`src/rtl/muldiv_unit.sv`:
```
// ----------------------------------------------------------------------------
// muldiv_unit -- iterative RISC-V M-extension multiply/divide unit.
//
// Multiplies with a shift-add datapath and divides with a restoring datapath,
// both working on operand magnitudes, UNROLL radix-2 steps per clock. A final
// FIX cycle applies the sign. Divide-by-zero and signed overflow skip the
// datapath and finish one cycle after accept.
//
// Ports
//   clk_i     : clock, all state updates on the rising edge
//   rst_i     : asynchronous active-low reset
//   start_i   : request valid from EX stage
//   op_i      : funct3 (0 MUL,1 MULH,2 MULHSU,3 MULHU,4 DIV,5 DIVU,6 REM,7 REMU)
//   rs1_i     : dividend / multiplicand
//   rs2_i     : divisor / multiplier
//   flush_i   : abort any in-flight operation (wins over start_i)
//   busy_o    : stall request to the hazard unit
//   done_o    : one-cycle result-valid pulse
//   result_o  : result, held until the next accepted start completes
// ----------------------------------------------------------------------------
module muldiv_unit #(
    parameter int XLEN   = 32,
    parameter int UNROLL = 1
) (
    input  logic            clk_i,
    input  logic            rst_i,
    input  logic            start_i,
    input  logic [2:0]      op_i,
    input  logic [XLEN-1:0] rs1_i,
    input  logic [XLEN-1:0] rs2_i,
    input  logic            flush_i,
    output logic            busy_o,
    output logic            done_o,
    output logic [XLEN-1:0] result_o
);

    localparam int STEPS = XLEN / UNROLL;
    localparam int CNT_W = $clog2(STEPS + 1);
    localparam logic [CNT_W-1:0] LAST_CNT = CNT_W'(STEPS - 1);

    localparam logic [1:0] IDLE = 2'd0;
    localparam logic [1:0] CALC = 2'd1;
    localparam logic [1:0] FIX  = 2'd2;
    localparam logic [1:0] DONE = 2'd3;

    localparam logic [2:0] OP_MUL    = 3'd0;
    localparam logic [2:0] OP_MULH   = 3'd1;
    localparam logic [2:0] OP_MULHSU = 3'd2;
    localparam logic [2:0] OP_MULHU  = 3'd3;
    localparam logic [2:0] OP_DIV    = 3'd4;
    localparam logic [2:0] OP_DIVU   = 3'd5;
    localparam logic [2:0] OP_REM    = 3'd6;
    localparam logic [2:0] OP_REMU   = 3'd7;

    localparam logic [XLEN-1:0] MOST_NEG = {1'b1, {(XLEN-1){1'b0}}};

    // State and datapath registers. For multiply, opnd_q holds |multiplicand|
    // and {hi_q, lo_q} is the running product with the multiplier shifting
    // out of lo_q. For divide, opnd_q holds |divisor|, hi_q the partial
    // remainder and lo_q the dividend shifting out / quotient shifting in.
    logic [1:0]       state_q,  state_d;
    logic [CNT_W-1:0] cnt_q,    cnt_d;
    logic [2:0]       op_q,     op_d;
    logic             neg_q,    neg_d;
    logic [XLEN-1:0]  opnd_q,   opnd_d;
    logic [XLEN-1:0]  hi_q,     hi_d;
    logic [XLEN-1:0]  lo_q,     lo_d;
    logic [XLEN-1:0]  result_q, result_d;

    logic             accept;
    logic             rs1_signed, rs2_signed;
    logic             s1, s2;
    logic [XLEN-1:0]  mag1, mag2;
    logic             div_by_zero, sgn_overflow;
    logic [XLEN-1:0]  hi_n, lo_n;
    logic [2*XLEN-1:0] prod_fix;
    logic [XLEN-1:0]  quo_fix, rem_fix;
    logic [XLEN-1:0]  fix_result;

    assign accept = ((state_q == IDLE) || (state_q == DONE)) && start_i && !flush_i;

    // Operand decode at accept time.
    always_comb begin
        rs1_signed   = (op_i != OP_MULHU) && (op_i != OP_DIVU) && (op_i != OP_REMU);
        rs2_signed   = (op_i == OP_MUL) || (op_i == OP_MULH) ||
                       (op_i == OP_DIV) || (op_i == OP_REM);
        s1           = rs1_signed && rs1_i[XLEN-1];
        s2           = rs2_signed && rs2_i[XLEN-1];
        mag1         = s1 ? -rs1_i : rs1_i;
        mag2         = s2 ? -rs2_i : rs2_i;
        div_by_zero  = op_i[2] && (rs2_i == '0);
        sgn_overflow = ((op_i == OP_DIV) || (op_i == OP_REM)) &&
                       (rs1_i == MOST_NEG) && (rs2_i == '1);
    end

    // UNROLL radix-2 steps of the iterative datapath.
    always_comb begin : calc_step
        logic [XLEN:0] sum;
        logic [XLEN:0] shifted;
        sum     = '0;
        shifted = '0;
        hi_n    = hi_q;
        lo_n    = lo_q;
        for (int i = 0; i < UNROLL; i++) begin
            if (op_q[2]) begin
                // Restoring divide: subtract only when it does not go negative.
                shifted = {hi_n, lo_n[XLEN-1]};
                if (shifted >= {1'b0, opnd_q}) begin
                    shifted = shifted - {1'b0, opnd_q};
                    lo_n    = {lo_n[XLEN-2:0], 1'b1};
                end else begin
                    lo_n    = {lo_n[XLEN-2:0], 1'b0};
                end
                hi_n = shifted[XLEN-1:0];
            end else begin
                // Shift-add: the carry out of the add becomes the new MSB.
                sum  = {1'b0, hi_n} + {1'b0, opnd_q & {XLEN{lo_n[0]}}};
                lo_n = {sum[0], lo_n[XLEN-1:1]};
                hi_n = sum[XLEN:1];
            end
        end
    end

    // Sign correction applied in FIX.
    always_comb begin
        prod_fix = neg_q ? -{hi_q, lo_q} : {hi_q, lo_q};
        quo_fix  = neg_q ? -lo_q : lo_q;
        rem_fix  = neg_q ? -hi_q : hi_q;
        case (op_q)
            OP_MUL:                       fix_result = prod_fix[XLEN-1:0];
            OP_MULH, OP_MULHSU, OP_MULHU: fix_result = prod_fix[2*XLEN-1:XLEN];
            OP_DIV, OP_DIVU:              fix_result = quo_fix;
            default:                      fix_result = rem_fix;
        endcase
    end

    always_comb begin
        // NOTE: every _d gets a hold default up front, so no path can leave a
        // variable unassigned and infer a latch.
        state_d  = state_q;
        cnt_d    = cnt_q;
        op_d     = op_q;
        neg_d    = neg_q;
        opnd_d   = opnd_q;
        hi_d     = hi_q;
        lo_d     = lo_q;
        result_d = result_q;

        if (flush_i) begin
            state_d = IDLE;
        end else if (accept) begin
            op_d  = op_i;
            neg_d = (op_i == OP_REM) ? s1 : (s1 ^ s2);
            cnt_d = '0;
            hi_d  = '0;
            if (op_i[2]) begin
                opnd_d = mag2;
                lo_d   = mag1;
            end else begin
                opnd_d = mag1;
                lo_d   = mag2;
            end
            if (div_by_zero) begin
                state_d  = DONE;
                result_d = op_i[1] ? rs1_i : '1;
            end else if (sgn_overflow) begin
                state_d  = DONE;
                result_d = op_i[1] ? '0 : rs1_i;
            end else begin
                state_d  = CALC;
            end
        end else begin
            case (state_q)
                CALC: begin
                    hi_d  = hi_n;
                    lo_d  = lo_n;
                    cnt_d = cnt_q + CNT_W'(1);
                    if (cnt_q == LAST_CNT) state_d = FIX;
                end
                FIX: begin
                    result_d = fix_result;
                    state_d  = DONE;
                end
                DONE:    state_d = IDLE;
                default: state_d = IDLE;
            endcase
        end
    end

    // NOTE: every register, datapath included, is cleared by reset so no
    // stale operand can leak into a result after reset.
    always_ff @(posedge clk_i or negedge rst_i) begin
        if (!rst_i) begin
            state_q  <= IDLE;
            cnt_q    <= '0;
            op_q     <= '0;
            neg_q    <= 1'b0;
            opnd_q   <= '0;
            hi_q     <= '0;
            lo_q     <= '0;
            result_q <= '0;
        end else begin
            // NOTE: non-blocking assignments so every flop samples the
            // pre-edge value of every other flop.
            state_q  <= state_d;
            cnt_q    <= cnt_d;
            op_q     <= op_d;
            neg_q    <= neg_d;
            opnd_q   <= opnd_d;
            hi_q     <= hi_d;
            lo_q     <= lo_d;
            result_q <= result_d;
        end
    end

    // busy_o is gated by rst_i so it drops immediately with reset even if
    // start_i is still high.
    assign busy_o   = rst_i && ((state_q == CALC) || (state_q == FIX) || accept);
    assign done_o   = (state_q == DONE);
    assign result_o = result_q;

endmodule

```
`config.mk`:
```
export PLATFORM = sky130hd
export DESIGN_NAME = muldiv_unit
export DESIGN_NICKNAME = d
export VERILOG_FILES = /design/src/rtl/muldiv_unit.sv
export SDC_FILE = /design/constraint.sdc
export NUM_CORES = 1
export LEC_CHECK = 0
export BUFFER_PORTS_ARGS = -buffer_cell sky130_fd_sc_hd__buf_2
export CORE_MARGIN = 3
export CORE_UTILIZATION = 43
export CTS_CLUSTER_DIAMETER = 150
export CTS_CLUSTER_SIZE = 40
export DETAILED_ROUTE_END_ITERATION = 8
export PLACE_DENSITY = 0.61
export SLEW_MARGIN = 20
export SYNTH_ARGS = -nofsm -noshare
export SYNTH_HDL_FRONTEND = slang
export SYNTH_SLANG_ARGS = --single-unit
```
`constraint.sdc`:
```
create_clock -name clk_i -period 3.58 [get_ports clk_i]
set_input_delay 0.537 -clock clk_i [delete_from_list [all_inputs] [get_ports clk_i]]
set_output_delay 0.537 -clock clk_i [all_outputs]
set_load 0.02 [all_outputs]
```
Word-level counts from Yosys, hierarchy flattened
Index checks and enable logic that the tools add are counted.

word-level totals
  output and inout port bits = 34
  input bits = 71
  word-level logic and storage cells = 99
  register bits after elaboration = 140

cells by class
  bitwise logic cells = 3
  eq/ne operators = 19
  mux-type cells = 31
  reductions and logical operators = 29
  add/sub/neg operators = 8
  $lt $le $gt $ge = 1

operator list
  cell                    number
  $mux W32                19
  $neg A32 Y32            4
  $pmux W32 S3            1
  $eq A32 B32 Y1 const B  2
  $mux W64                1
  $neg A64 Y64            1
  $add A32 B32 Y33        1
  $ge A33 B32 Y1          1
  $and A32 B32 Y32        1
  $logic_not A32 Y1       1
  $sub A32 B32 Y32        1
  $eq A3 B3 Y1 const B    4
  $mux W6                 2
  $logic_and A1 B1 Y1     10
  $mux W2                 5
  $logic_or A1 B1 Y1      7
  $add A6 B1 Y6 const B   1
  $eq A3 B1 Y1 const B    2
  $eq A3 B2 Y1 const B    2
  $eq A6 B5 Y1 const B    1
  $logic_not A3 Y1        2
  $ne A3 B3 Y1 const B    2
  $eq A2 B2 Y1 const B    2
  $ne A4 B4 Y1 const B    1
  other kinds (14)        17

Depth between registers and ports, before layout
  depth after elaboration = 8
  mapped depth = 15
  depth with buffers taken out = 13

Least setup slack after synthesis
OpenSTA, ideal clock, no wires.

  path kind = reg2reg
  start point = reg lo_q[0]
  end point = reg result_q[22], in the netlist result_o[22]
  data arrival time = 3703 ps
  library setup time = 82 ps
  data required time = 3498 ps
  setup slack = -205 ps
  cell stages (with the launch flop) = 14
  buffers on the path = 3
  path through = dfrtp_1 -> clkbuf_1 -> inv_1 -> clkbuf_1 -> ha_1 -> or4b_2 -> nand4b_1 -> or4b_4 -> buf_6 -> or4_4 -> or3b_1 -> o21ai_1 -> nand2_1 -> a31oi_1

between the ends
  cells in the longest elaborated chain, start to end = 5
  elaborated cells on any way between the ends = 7
  classes of those cells = add/sub: 2; mux: 5

ends and longest elaborated chain
  item                                          line      RTL
  start, declared                               67        logic [XLEN-1:0] lo_q, lo_d;
  start signal, assigned                        211       lo_q <= lo_d;
  $neg A64 Y64 or $neg A32 Y32 (tied branches)  126, 127
  $mux W64 or $mux W32 (tied branches)          126, 127
  $pmux W32 S3 *                                129       case (op_q)
  $mux W32 *                                    173       case (state_q)
  $mux W32 *                                    151       end else if (accept) begin
  end signal, assigned                          212       result_q <= result_d;
  end, declared                                 68        logic [XLEN-1:0] result_q, result_d;

Mark *: on every way between the ends. The rest lies on a longest branch, timed or not. The select of a mux whose other input is x is not followed.
A chain may end at the register's enable or synchronous reset.

Final worst setup path
  start point = reg lo_q[23]
  end point = reg result_q[22], in the netlist result_o[22]

between the ends
  cells in the longest elaborated chain, start to end = 5

ends and longest elaborated chain
  item          line  RTL
  $neg A64 Y64  126   prod_fix = neg_q ? -{hi_q, lo_q} : {hi_q, lo_q};
  $mux W64      126
  $pmux W32 S3  129
  $mux W32      173
  $mux W32      151

Every way passes these cells. The select of a mux whose other input is x is not followed.

==> metrics.yaml <==
cts:
  cts-hold-fix-buffers: 0
  cts_tree: "yes"
  clock-sinks: 140
  cts_buffers: 17
  clockBufferDepth: 2
  clock_latency_ns: 0.45
  clk_pin_slew_ns: 0.07
  cts_htree_levels: 4
  cts_root_buf: "clkbuf_16"
drt:
  post_drt_wl_per_cell_um: 24.3
  postRouteAntennaNets: 0
  drt-pass1-iter-count: 6
  routed_via_density: 6.38
  drtIter0Drc: 1928
  vias: 16900
  drc: 0
  routed_wl_mm: 64.4
critical_path:
  critPathLaunch: "lo_q[23]$_DFFE_PN0P_"
  worstPathRequired_ns: 3.95
  cp_max_fo: 6
  rrSetupSlack_ns: 0.07
  r2r-end: "result_o[22]$_DFFE_PN0P_"
  cp.arrival_ns: 3.87
  crit_end: "result_o[22]$_DFFE_PN0P_"
  reg2reg_depth: 9
  crit_path_start_kind: "flip-flop"
  worstSetupPathType: "reg -> reg"
  timing.rr.start: "lo_q[23]$_DFFE_PN0P_"
  cp-end-kind: "flip-flop"
synthesis:
  synthFlopType: "dfrtp_1"
  synth_seq_cells: 140
  syn_nets: 2181
  synth_seq_area_share_pct: 23.4
  synth-edff-count: 0
  yosysTopAreaCell: "dfrtp_1"
  synthDistinctLibCells: 77
  synth_top_area_share_pct: 23.4
  synth_area_leaders: "dfrtp_1 23%, o21ai_0 6.8%, a21oi_1 6.6%"
  syn_area_sq_um: 15000
  synthCells: 2035
  yosys_warnings: 0
  avgSynthCellArea_sq_um: 7.36
  synthArstFlopShare_pct: 100
final_layout:
  design_area_sq_um: 17600
  drive_gt1_share_pct: 16.8
  n_fill_cell: 3359
  most-common-layout-cells: "235 x nand2_1, 202 x o21ai_0, 196 x a21oi_1, 181 x buf_4, 170 x nor2_1"
  register_area_sq_um: 3510
  final_nets: 2342
  final_util_pct: 51.8
  final_common_cell: "nand2_1"
  multi_input_area_sq_um: 10700
  synthToLayoutAreaGrowth_pct: 17.5
timing:
  slew_headroom_pct: 37.6
  tightestPinTransition_ns: 0.936
  fin_hold_ws_ns: 0.0187
  fin_worst_skew_ns: 0.0173
  max_freq_ghz: 0.285
  hold_viol_final: 0
  period_minus_slack_ns: 3.51
  setup_viol: 0
  slew_viol_final: 0
  final_min_period_over_clock_period_pct: 98.0
floorplan:
  dieHeight_um: 193
  die_w_um: 193
  die-area_sq_um: 37100
  rows: 67
  initial_core_util_pct: 44.1
  coreArea_sq_um: 34000
  io_pins: 105
power:
  switching_share_pct: 53.8
  leakage_nw: 7.93
  power.switching_w: 0.0104
  cellPowerDensity_nw_per_um2: 1100
  seqPwrFrac_pct: 15.6
  peakVddDrop_v: 0.000416
  clock_power_share_pct: 10.2
  comb_power_share_pct: 74.2
  internal_power_w: 0.00894
status:
  status: "completed"
place:
  gp_congestion: 1.06
  io_buffers: 104
  dpl_cell_area_sq_um: 16900
  dp_hpwl_mm: 50.7
global_routing:
  grt_pass1_vias: 15300
  grt_max_degree: 102
  gr-usage-all-layers_pct: 34.3
  antenna_found_initial: 0
  overflow: 0
  grt_pass1_wl_mm: 95.9
job:
  drv_cap: 0
min_path:
  worst_hold_path_type: "in -> async"
==> flip-flops by register name, summed over array words and instances, names as in the netlist <==
name,cells
cnt_q,6
hi_q,32
lo_q,32
neg_q,1
op_q,3
opnd_q,32
result_o,32
state_q,2
==> worst min path at each step <==
| stage | cells past startpoint | to | slack [ns] | start |
|---|---|---|---|---|
| after global routing | 1 | result_o[7]$_DFFE_PN0P_ | 0.05 | rst_i |
| after CTS | 1 | result_o[7]$_DFFE_PN0P_ | 0.04 | rst_i |
| after global placement | 2 | result_o[21]$_DFFE_PN0P_ | 0.45 | result_o[21]$_DFFE_PN0P_ |
| final | 1 | result_o[7]$_DFFE_PN0P_ | 0.02 | rst_i |
| after detailed placement | 2 | result_o[9]$_DFFE_PN0P_ | 0.47 | result_o[9]$_DFFE_PN0P_ |
| after floorplan | 0 | cnt_q[0]$_DFFE_PN0P_ | 0.24 | rst_i |
==> repair_timing <==
| item | in CTS | in global routing |
|---|---|---|
| gates resized for setup | 0 | 6 |
| setup buffers | 0 | 1 |
| endpoints found under the setup margin | 0 | 8 |
==> synth_stat cells (24+ instances only) <==
master	number
a21o_1	37
a21oi_1	197
a31oi_1	31
clkbuf_1	122
dfrtp_1	140
ha_1	73
inv_1	73
mux2i_1	42
nand2_1	235
nand3_1	39
nor2_1	173
nor3_1	51
o211ai_1	42
o21ai_0	203
o31ai_1	30
or4_1	24
xnor2_1	85
xor2_1	66
==> critical path, stage by stage, from the launching register on <==
cell and delay [ns]:
dfrtp_1 0.38, or4_1 0.56, buf_4 0.18, or4_4 0.49, or4b_4 0.61, or4_4 0.48, or3b_1 0.36, o21ai_1 0.09
nand2_1 0.09, a31oi_1 0.19
==> power by group through the flow <==
stage / clock network [W] / logic [W] / registers (W)
6_report: 0.00197 / 0.0143 / 0.00301
5_1_grt: 0.00205 / 0.0153 / 0.00308
4_1_cts: 0.00198 / 0.0139 / 0.00299
3_5_place_dp: 0 / 0.0138 / 0.00300
3_3_place_gp: 0 / 0.0138 / 0.00300
2_1_floorplan: 0 / 0.00856 / 0.00301
==> per-stage QoR <==
step	setup TNS, ns	cells	total power (W)	worst slack, ns
4_1_cts	0	2654	0.0188	0.0796
5_1_grt	-0.000733	2655	0.0205	-0.000733
3_5_place_dp	0	2624	0.0168	0.0492
2_1_floorplan	0	2035	0.0116	0.0140
6_report	0	2656	0.0193	0.0709
3_3_place_gp	0	2624	0.0168	0.0886
==> final cells by class <==
class,instances,area share [%]
Antenna cell,1,0.0142
Clock buffer,18,2.44
Clock inverter,12,1.06
Inverter,73,1.56
Multi-Input combinational cell,1676,60.7
Sequential cell,140,19.9
Tap cell,448,3.19
Timing Repair Buffer,288,11.1
==> per-layer routing <==
metal / vias to the layer above / routed length, um / share of wire, % / global-route usage (%)
met3: 151 / 6270 / 9.7 / 7.79
li1: 7765 / - / - / -
met2: 959 / 27800 / 43 / 51.6
met4: 0 / 2940 / 4.6 / 13.4
met5: - / 0 / 0 / 0
met1: 8070 / 27400 / 43 / 47.6
==> cells by family after synthesis <==
| kind of cell | Yosys count | share of synthesized area [%] |
|---|---|---|
| adder cells (fa/ha/maj) | 93 | 7.57 |
| buffers and inverters | 219 | 5.63 |
| XOR/XNOR | 151 | 8.83 |
| AO/OA/AOI/OAI | 712 | 29.7 |
| multiplexers | 53 | 3.64 |
| AND/OR/NAND/NOR | 667 | 21.2 |
| flip-flops | 140 | 23.4 |
No activity file was read; power rests on OpenSTA's default activity.
